<file path="src/rtl/hdu_pkg.sv">
// Shared types and defaults for the hazard-detection scoreboard.
package hdu_pkg;

   localparam int HDU_REG_ADDR_W = 5;
   localparam int HDU_DEPTH      = 4;
   localparam int HDU_TAG_W      = $clog2(HDU_DEPTH);

   typedef logic [HDU_TAG_W-1:0] tag_t;

   typedef struct packed {
      logic                      valid;
      logic [HDU_REG_ADDR_W-1:0] rd;
   } sb_entry_t;

   // x0 is hard-wired, so a zero address never creates a dependency.
   function automatic logic reg_match(input logic [HDU_REG_ADDR_W-1:0] a,
                                      input logic [HDU_REG_ADDR_W-1:0] b);
      return (a != {HDU_REG_ADDR_W{1'b0}}) && (a == b);
   endfunction

endpackage

</file>
<file path="src/rtl/hdu_free_pick.sv">
// Lowest-index free-entry priority encoder for the scoreboard table.
module hdu_free_pick #(
   parameter int DEPTH = 4,
   parameter int TAG_W = $clog2(DEPTH)
) (
   input  logic [DEPTH-1:0] free,
   output logic [TAG_W-1:0] idx,
   output logic             any_free
);

   // scan upward, first free slot wins; idx stays 0 when nothing is free
   always_comb begin
      idx      = {TAG_W{1'b0}};
      any_free = 1'b0;
      for (int i = 0; i < DEPTH; i++) begin
         if (free[i] && !any_free) begin
            idx      = TAG_W'(i);
            any_free = 1'b1;
         end else begin
            any_free = any_free;
         end
      end
   end

endmodule

</file>
<file path="src/rtl/hdu_scoreboard.sv">
// Dispatch-stage scoreboard tracking long-latency destinations until write-back.
// Optional HDU_WB_BYPASS_EN: a completing entry stops counting in its write-back cycle.
module hdu_scoreboard
   import hdu_pkg::*;
#(
   parameter int REG_ADDR_W = HDU_REG_ADDR_W,
   parameter int DEPTH      = HDU_DEPTH,
   parameter int TAG_W      = $clog2(DEPTH)
) (
   input  logic                  clk,
   input  logic                  rst,
   input  logic                  issue_valid_i,
   input  logic [REG_ADDR_W-1:0] issue_rs1_addr_i,
   input  logic [REG_ADDR_W-1:0] issue_rs2_addr_i,
   input  logic                  issue_rs1_re_i,
   input  logic                  issue_rs2_re_i,
   input  logic [REG_ADDR_W-1:0] issue_rd_addr_i,
   input  logic                  issue_rd_we_i,
   input  logic                  issue_long_i,
   input  logic                  dispatch_stall_i,
   input  logic                  flush_i,
   input  logic                  wb_valid_i,
   input  logic [TAG_W-1:0]      wb_tag_i,
   output logic                  stall_flag_o,
   output logic [TAG_W-1:0]      issue_tag_o,
   output logic [TAG_W:0]        pending_cnt_o,
   output logic                  err_o
);

   sb_entry_t [DEPTH-1:0] entries;
   sb_entry_t [DEPTH-1:0] entries_next;

   logic [DEPTH-1:0] wb_hit;
   logic [DEPTH-1:0] active;
   logic [DEPTH-1:0] hit;
   logic [DEPTH-1:0] free_mask;
   logic [TAG_W-1:0] pick_idx;
   logic [TAG_W:0]   cnt_next;
   logic             any_free;
   logic             hazard;
   logic             full;
   logic             fire;
   logic             alloc;
   logic             err_next;

   for (genvar e = 0; e < DEPTH; e++) begin : g_entry
`ifdef HDU_WB_BYPASS_EN
      assign wb_hit[e] = wb_valid_i & (wb_tag_i == TAG_W'(e));
`else
      assign wb_hit[e] = 1'b0;
`endif
      assign active[e] = entries[e].valid & ~wb_hit[e];
      assign hit[e]    = active[e] &
                         ((issue_rs1_re_i & reg_match(issue_rs1_addr_i, entries[e].rd)) |
                          (issue_rs2_re_i & reg_match(issue_rs2_addr_i, entries[e].rd)) |
                          (issue_rd_we_i  & reg_match(issue_rd_addr_i,  entries[e].rd)));
   end

   // Without bypass active == valid, so only registered-free slots are offered.
   assign free_mask = ~active;

   hdu_free_pick #(
      .DEPTH (DEPTH),
      .TAG_W (TAG_W)
   ) u_free_pick (
      .free     (free_mask),
      .idx      (pick_idx),
      .any_free (any_free)
   );

   assign hazard = |hit;
   assign full   = &active;

   // Stall must not depend on dispatch_stall_i/flush_i to keep the control loop acyclic.
   assign stall_flag_o = issue_valid_i & (hazard | (issue_long_i & issue_rd_we_i & full));
   assign fire         = issue_valid_i & ~stall_flag_o & ~dispatch_stall_i & ~flush_i;
   assign alloc        = fire & issue_long_i & issue_rd_we_i & any_free &
                         (issue_rd_addr_i != {REG_ADDR_W{1'b0}});
   assign issue_tag_o  = pick_idx;

   // completion clears first so a same-slot allocation (bypass) wins
   always_comb begin
      entries_next = entries;
      err_next     = err_o;
      if (wb_valid_i) begin
         if (entries[wb_tag_i].valid) begin
            entries_next[wb_tag_i].valid = 1'b0;
         end else begin
            err_next = 1'b1;
         end
      end else begin
         err_next = err_o;
      end
      if (alloc) begin
         entries_next[pick_idx].valid = 1'b1;
         entries_next[pick_idx].rd    = issue_rd_addr_i;
      end else begin
         entries_next[pick_idx] = entries_next[pick_idx];
      end
   end

   // population count of the next table, registered as pending_cnt_o
   always_comb begin
      cnt_next = {(TAG_W+1){1'b0}};
      for (int i = 0; i < DEPTH; i++) begin
         cnt_next = cnt_next + (TAG_W+1)'(entries_next[i].valid);
      end
   end

   // table, occupancy count and sticky error state
   always_ff @(posedge clk) begin
      if (rst) begin
         entries       <= '0;
         pending_cnt_o <= {(TAG_W+1){1'b0}};
         err_o         <= 1'b0;
      end else begin
         entries       <= entries_next;
         pending_cnt_o <= cnt_next;
         err_o         <= err_next;
      end
   end

endmodule

</file>
<file path="config.mk">
export PLATFORM = sky130hd
export DESIGN_NAME = hdu_scoreboard
export DESIGN_NICKNAME = d
export VERILOG_FILES = /design/src/rtl/hdu_pkg.sv /design/src/rtl/hdu_free_pick.sv /design/src/rtl/hdu_scoreboard.sv
export SDC_FILE = /design/constraint.sdc
export NUM_CORES = 1
export LEC_CHECK = 0
export ABC_AREA = 1
export CAP_MARGIN = 30
export CORE_UTILIZATION = 61
export CTS_CLUSTER_DIAMETER = 200
export CTS_CLUSTER_SIZE = 16
export DETAILED_ROUTE_END_ITERATION = 10
export PLACE_DENSITY = 0.87
export SLEW_MARGIN = 20
export SYNTH_ARGS = -nofsm -noshare
export SYNTH_HDL_FRONTEND = slang
export SYNTH_SLANG_ARGS = --single-unit
</file>
<file path="constraint.sdc">
create_clock -name clk -period 9.85 [get_ports clk]
set_clock_uncertainty 0.2 [all_clocks]
set_input_delay 2.4625 -clock clk [delete_from_list [all_inputs] [get_ports clk]]
set_output_delay 2.4625 -clock clk [all_outputs]
set_load 0.01 [all_outputs]
</file>
==> out/results.tsv, run 1 <==
stage	metric	value	unit
detailed_routing	Post-DRT Antenna Nets	0	
grt	Tot GR Track Use	39.7	%
cts	clock latency on the worst-skew pair	0.28	ns
floorplan	Core Area	4090	µm²
worst_hold_path	Min-Delay Path Class	reg2reg	
setup_path	CP Class	in2out	
pwr	Power Total	274	µW
synth	Compound-Gate Fraction of Synth Area	11.9	%
floorplan	IO Count	34	
grt	initial antenna violation count	0	
cts	CTS tree	done	
cts	H-tree levels	1	
synth	share of flip-flops with an asynchronous set or reset	0	%
synth	cells after synthesis	499	
detailed_routing	Vias/cell	5.78	
pwr	Peak VDD IR	0.100	mV
setup_path	Setup crit end kind	output pin	
setup_path	Arr. time, crit path	4.65	ns
sta	fmax	137	MHz
sta	RSZ-0062 raised after global routing	false	
floorplan	initial cell density of the core	65.2	%
synth	Synth Area per Inst	5.34	µm²
cts	Root Driver	clkbuf_8	
detailed_routing	# DRC	0	
detailed_routing	DRT iter0 DRCs	457	
floorplan	die width	68.1	µm
finish	most frequent cells in the layout	nand2_1, inv_1, nor2_1	
finish	most common cell after layout, fill and taps aside	nand2_1	
detailed_routing	DR WL/cell	15.4	µm
setup_path	CP Data Required Time	7.19	ns
cts	CTS clk-pin slew, worst paths	0.10	ns
pwr	P_leak	1.63	nW
finish	Final Core Density	75.8	%
pwr	Pwr per Cell Area	88.6	nW/µm²
synth	largest family of logic cells by synthesized area	simple AND/OR/NAND/NOR gates	
detailed_routing	vias	3344	
setup_path	CP max FO	9	
place	port bufs	33	
synth	mux share of post-synthesis cell area	0	%
synth	xor/xnor share of the synthesized area	1.97	%
finish	Finished Layout Cells	579	
finish	Area growth, synth to finish	16.2	%
place	GP Congestion	1.05	
sta	setup violators final	0	
flow_run	max_cap viols	0	
synth	Mapped Nets	529	
synth	simple logic cell fraction of the synthesized area	49.5	%
sta	Worst-Margin Slew	0.418	ns
detailed_routing	WL final	8920	µm
synth	Post-Syn Area	2660	µm²
place	hpwl dp	6990	µm
floorplan	die height	68.1	µm
cts	clock tree buffer depth	2	
cts	Post-CTS Resized	0	
sta	fin. max-slew vios	0	
floorplan	die area	4630	µm²
grt	vias in the first global route	2858	
setup_path	crit path launch type	primary input	
finish	n_diodes	0	
synth	Post-synth EDFFs	0	
synth	Synth cell types	32	
sta	Slew headroom	72.1	%
cts	TritonCTS Buffers	3	
cts	Clock Sink Count	28	
sta	Final TNS setup	0	ns
synth	flops & latches, synth	28	
sta	Final period util	74.2	%
grt	first-pass GRT wire length	13300	µm
finish	share of layout cells above drive strength 1	3.97	%
cts	Post-CTS Setup Bufs	0	
finish	layout net count	560	
floorplan	Site Rows	23	
synth	Primary FF master, synth	dfxtp_1	
detailed_routing	Pre-antenna DRT Iters	7	
synth	post-synthesis sequential area ratio	21.0	%
cts	hold buffers post-CTS	0	
grt	grt ovf	0	
run_status	status	completed	
sta	Tmin final	7.31	ns
synth	YS warnings	0	
synth	synthesized-area fraction occupied by adder cells	1.69	%
sta	Final Hold Viols	0	
place	placed cell count	574	
grt	largest net degree at the start of global routing	28	
-- flip-flops by register name (all words and copies together), names as in the netlist --
signal	cells
active	4
entries	20
err_o	1
pending_cnt_o	3
-- cells in the mapped netlist (2+ instances only) --
cell type,instances,share of area (%)
nand3_1,44,8.3
a21oi_1,36,6.8
o221ai_1,2,0.66
nand2_4,3,1.3
o31ai_1,2,0.56
nand4_1,4,0.94
clkbuf_1,4,0.56
nor2_1,50,7.0
o21ai_0,9,1.7
nand2_1,202,28
buf_2,2,0.38
nor2_4,4,1.7
inv_2,4,0.56
nand2_2,2,0.47
dfxtp_1,28,21
ha_1,2,0.94
inv_1,79,11
nor4_1,3,0.70
xnor2_1,6,2.0
-- report_power, final --
part | total [mW] | leakage [nW] | internal (mW) | switching [mW]
combinational | 0.0616 | 1.36 | 0.0251 | 0.0365
sequential | 0.118 | 0.226 | 0.115 | 0.00267
clock | 0.0951 | 0.0357 | 0.0546 | 0.0406
-- per-layer routing --
| layer | share of wire (%) | up-vias | GRT usage (%) |
|---|---|---|---|
| met5 | 0 | - | 0 |
| li1 | - | 1607 | - |
| met2 | 45 | 248 | 66.9 |
| met1 | 39 | 1456 | 51.1 |
| met3 | 13 | 33 | 5.83 |
| met4 | 3.3 | 0 | 13.8 |
-- cell type report --
| cell class | instances | area, µm² |
|---|---|---|
| clock buffer | 3 | 41.3 |
| clock inverter | 1 | 30.0 |
| fill | 353 | 991 |
| inverter | 85 | 322 |
| multi-input combinational | 378 | 1730 |
| sequential | 28 | 561 |
| tap | 50 | 62.6 |
| timing repair buffer | 34 | 345 |
-- final timing paths --
path	startpoint	endpoint	slack, ns	depth (start not counted)
min	err_o$_SDFFE_PP0P_	err_o$_SDFFE_PP0P_	0.27	2
max	issue_rd_addr_i[4]	stall_flag_o	2.54	12
min reg2reg	err_o$_SDFFE_PP0P_	err_o$_SDFFE_PP0P_	0.27	2
max reg2reg	active[0]$_SDFF_PP0_	pending_cnt_o[1]$_SDFF_PP0_	6.52	14
-- cells by family (layout without fill, tap and decap cells) --
kind of cell               after synthesis  in the layout
DFF                                     28             28
AOI/OAI and AO/OA                       56             56
adders and majority gates                3              3
xor gates and xnor gates                 6              6
buffers and inverters                   93            123
and+or+nand+nor                        313            313
-- critical path, stage by stage --
cell and delay (ns):
clkdlybuf4s50_1 0.63, inv_1 0.13, nand3_1 0.17, clkinv_1 0.12
nor2_1 0.11, nand2_1 0.07, nand3_1 0.07, nand2_1 0.05
nand2_1 0.12, nor2_4 0.09, nor2_1 0.09, clkdlybuf4s50_1 0.54
-- stage by stage --
stage               hold WS (ns)  setup slack, ns  area (µm²)
finish                     0.267             2.54        3100
global route               0.304             2.31        3100
floorplan                  0.274             3.72        2660
CTS                        0.269             2.54        3080
detailed placement         0.254             2.54        3010
global placement           0.239             2.53        3010
Power figures use the tool's default switching activity.
==> inputs of run 2 (changes only) <==
- CORE_UTILIZATION: 61 -> 56
- PLACE_DENSITY: 0.87 -> 0.81
- clock period: 9.85 -> 7.6 ns (I/O delays scaled with it)
==> run 2 against run 1 <==
  * The flow now finishes with violations (DRC)
  * Sequential power rose by 30%
  * Core utilization fell by 7.2 points
  * First-iteration DRC count fell by 43%
  * Die area rose by 8.7%
  * Count of clock-buffer cells in the layout rose by 1
  * Global-route usage fell by 5.4 points
  * Critical path depth rose by 2
  * Final cell count rose by 0.17%
  * Cell area fell by 0.93%
  * Register-to-register slack got worse by 2.3 ns
  * Power rose by 19%
==> out/results.tsv, run 2 (synthesized netlist as in run 1, its figures left out) <==
stage	metric	value	unit
worst_hold_path	hold depth	2	
cts	TritonCTS Buffers	3	
place	GP Congestion	1.02	
run_status	failing checks	DRC	
floorplan	die area	5040	µm²
cts	CTS tree	done	
grt	initial antenna violation count	0	
setup_path	r2r worst-path depth	17	
setup_path	Slowest-stage cell, CP	clkdlybuf4s50_1	
sta	Final period util	81.5	%
run_status	status	complete, but fails checks	
detailed_routing	DRT iter0 DRCs	261	
setup_path	Most common cell on crit path	nand2_1	
finish	share of layout cells above drive strength 1	3.79	%
cts	H-tree levels	1	
grt	grt ovf	0	
detailed_routing	WL final	8590	µm
pwr	Sw Share	30.6	%
finish	layout net count	559	
sta	fin. max-slew vios	0	
cts	Clock Sink Count	28	
worst_hold_path	Hold Path Sink	err_o$_SDFFE_PP0P_	
detailed_routing	DR WL/cell	14.8	µm
sta	RSZ-0062 raised after global routing	false	
sta	Final TNS setup	0	ns
pwr	Reg power frac	46.6	%
place	hpwl dp	6760	µm
finish	Final Core Density	68.5	%
pwr	P_leak	1.61	nW
sta	Slew headroom	35.2	%
finish	n_diodes	0	
setup_path	Arr. time, crit path	4.09	ns
detailed_routing	Vias/cell	5.54	
floorplan	die width	71.0	µm
flow_run	max_cap viols	0	
cts	clock tree buffer depth	2	
pwr	Pwr per Cell Area	107	nW/µm²
sta	Tmin final	6.19	ns
floorplan	die height	71.0	µm
finish	Area growth, synth to finish	15.1	%
setup_path	crit path launch type	primary input	
finish	Fill cells	421	
cts	Post-CTS Setup Bufs	0	
cts	Root Driver	clkbuf_8	
grt	largest net degree at the start of global routing	28	
pwr	Peak VDD IR	0.112	mV
place	port bufs	33	
grt	Tot GR Track Use	34.3	%
setup_path	Setup crit end kind	output pin	
setup_path	critical path startpoint	issue_rd_addr_i[3]	
pwr	Power Total	328	µW
setup_path	Buf/Inv on CP	3	
floorplan	initial cell density of the core	59.5	%
worst_hold_path	Hold Crit Start	err_o$_SDFFE_PP0P_	
floorplan	Core Area	4470	µm²
sta	worst hold slack	0.261	ns
detailed_routing	# DRC	4	
worst_hold_path	Min-Delay Path Class	reg2reg	
finish	most frequent cells in the layout	nand2_1, inv_1, nor2_1	
pwr	NetSw	100	µW
sta	Worst-Margin Slew	0.969	ns
grt	vias in the first global route	2821	
setup_path	r2r setup slk	4.23	ns
setup_path	CP Class	in2out	
setup_path	CP delay by family, top	buffers and inverters	
grt	first-pass GRT wire length	13400	µm
finish	most common cell after layout, fill and taps aside	nand2_1	
pwr	Logic pwr share	23.9	%
setup_path	CP max FO	9	
setup_path	R2R Path End	pending_cnt_o[1]$_SDFF_PP0_	
floorplan	Site Rows	24	
finish	number of flip-flops in the largest register	20	
setup_path	RR Startpoint	entries[0]$_SDFFE_PP0P_	
pwr	Clock power frac	29.5	%
detailed_routing	Post-DRT Antenna Nets	0	
detailed_routing	vias	3216	
cts	hold buffers post-CTS	0	
setup_path	CP Data Required Time	5.50	ns
cts	CTS clk-pin slew, worst paths	0.10	ns
sta	setup violators final	0	
sta	fmax	161	MHz
setup_path	worst-path cell chain	clkdlybuf4s50_1 -> inv_1 -> nand2_1 -> nand2_1 -> nor2_1 -> nand2_1 -> nor2_1 -> nor2_1 -> nand2_1 -> nand2_1 -> nand2_1 -> nor2_4 -> nor2_1 -> clkdlybuf4s50_1	
cts	Post-CTS Resized	0	
sta	Final Hold Viols	0	
floorplan	IO Count	34	
finish	largest register by flop count	entries	
pwr	Int Pwr	227	µW
cts	clock latency on the worst-skew pair	0.28	ns
detailed_routing	Pre-antenna DRT Iters	8	
setup_path	CP max stage delay	0.62	ns
==> run 2: cell count changes in the layout (fill, tap and decap cells not counted) <==
| cell | previous run | this run |
|---|---|---|
| bufinv_16 | 1 | 0 |
| buf_8 | 1 | 0 |
| clkbuf_8 | 3 | 4 |
==> run 2: area by class of cell <==
cell class	instances	area, µm²	share of cell area [%]
multi-input cells	378	1730	56.5
flip-flops and latches	28	561	18.3
repair buffers	33	330	10.8
inverters	85	322	10.5
clock buffers	4	55.1	1.80
well taps	52	65.1	2.12
==> run 2: how the worst max path moves through the flow <==
stage / end / slack, ns / cells past startpoint
5_1_grt: stall_flag_o / 1.21 / 12
3_5_place_dp: stall_flag_o / 1.40 / 12
3_3_place_gp: stall_flag_o / 1.39 / 12
6_report: stall_flag_o / 1.41 / 14
4_1_cts: stall_flag_o / 1.41 / 12
2_1_floorplan: stall_flag_o / 2.59 / 11
==> run 2: metal layers <==
| metal | vias up | share of wire (%) | GRT usage [%] |
|---|---|---|---|
| met5 | - | 0 | 0 |
| met2 | 169 | 44 | 56.0 |
| li1 | 1607 | - | - |
| met1 | 1415 | 44 | 47.1 |
| met4 | 0 | 3.7 | 13.8 |
| met3 | 25 | 7.9 | 2.71 |
==> run 2: power by group through the flow <==
stage               logic (mW)  clock network [mW]  registers [mW]
floorplan               0.0459                   0           0.155
global placement        0.0756                   0           0.156
detailed placement      0.0762                   0           0.156
CTS                     0.0767              0.0937           0.152
global route            0.0865              0.0973           0.153
finish                  0.0782              0.0968           0.153
==> run 2: worst reg2reg max path, stage by stage, from the launching register on <==
cell and delay (ns):
dfxtp_1 0.46, inv_1 0.17, o21ai_0 0.35, a21oi_1 0.10, nand3_1 0.09, nand3_1 0.07, nand2_1 0.06, nand2_1 0.08
nor2_4 0.26, nand2_4 0.14, inv_2 0.11, nand2_1 0.08, nand2_1 0.11, fa_1 0.41, ha_1 0.22, ha_1 0.27
inv_1 0.05, nor2_1 0.03
==> run 2: metrics by stage <==
stage	std cells	setup slack [ns]	area (µm²)
after floorplan	499	2.59	2660
after global placement	576	1.39	3010
after detailed placement	576	1.40	3010
after CTS	580	1.41	3070
after global routing	580	1.21	3070
final	580	1.41	3070
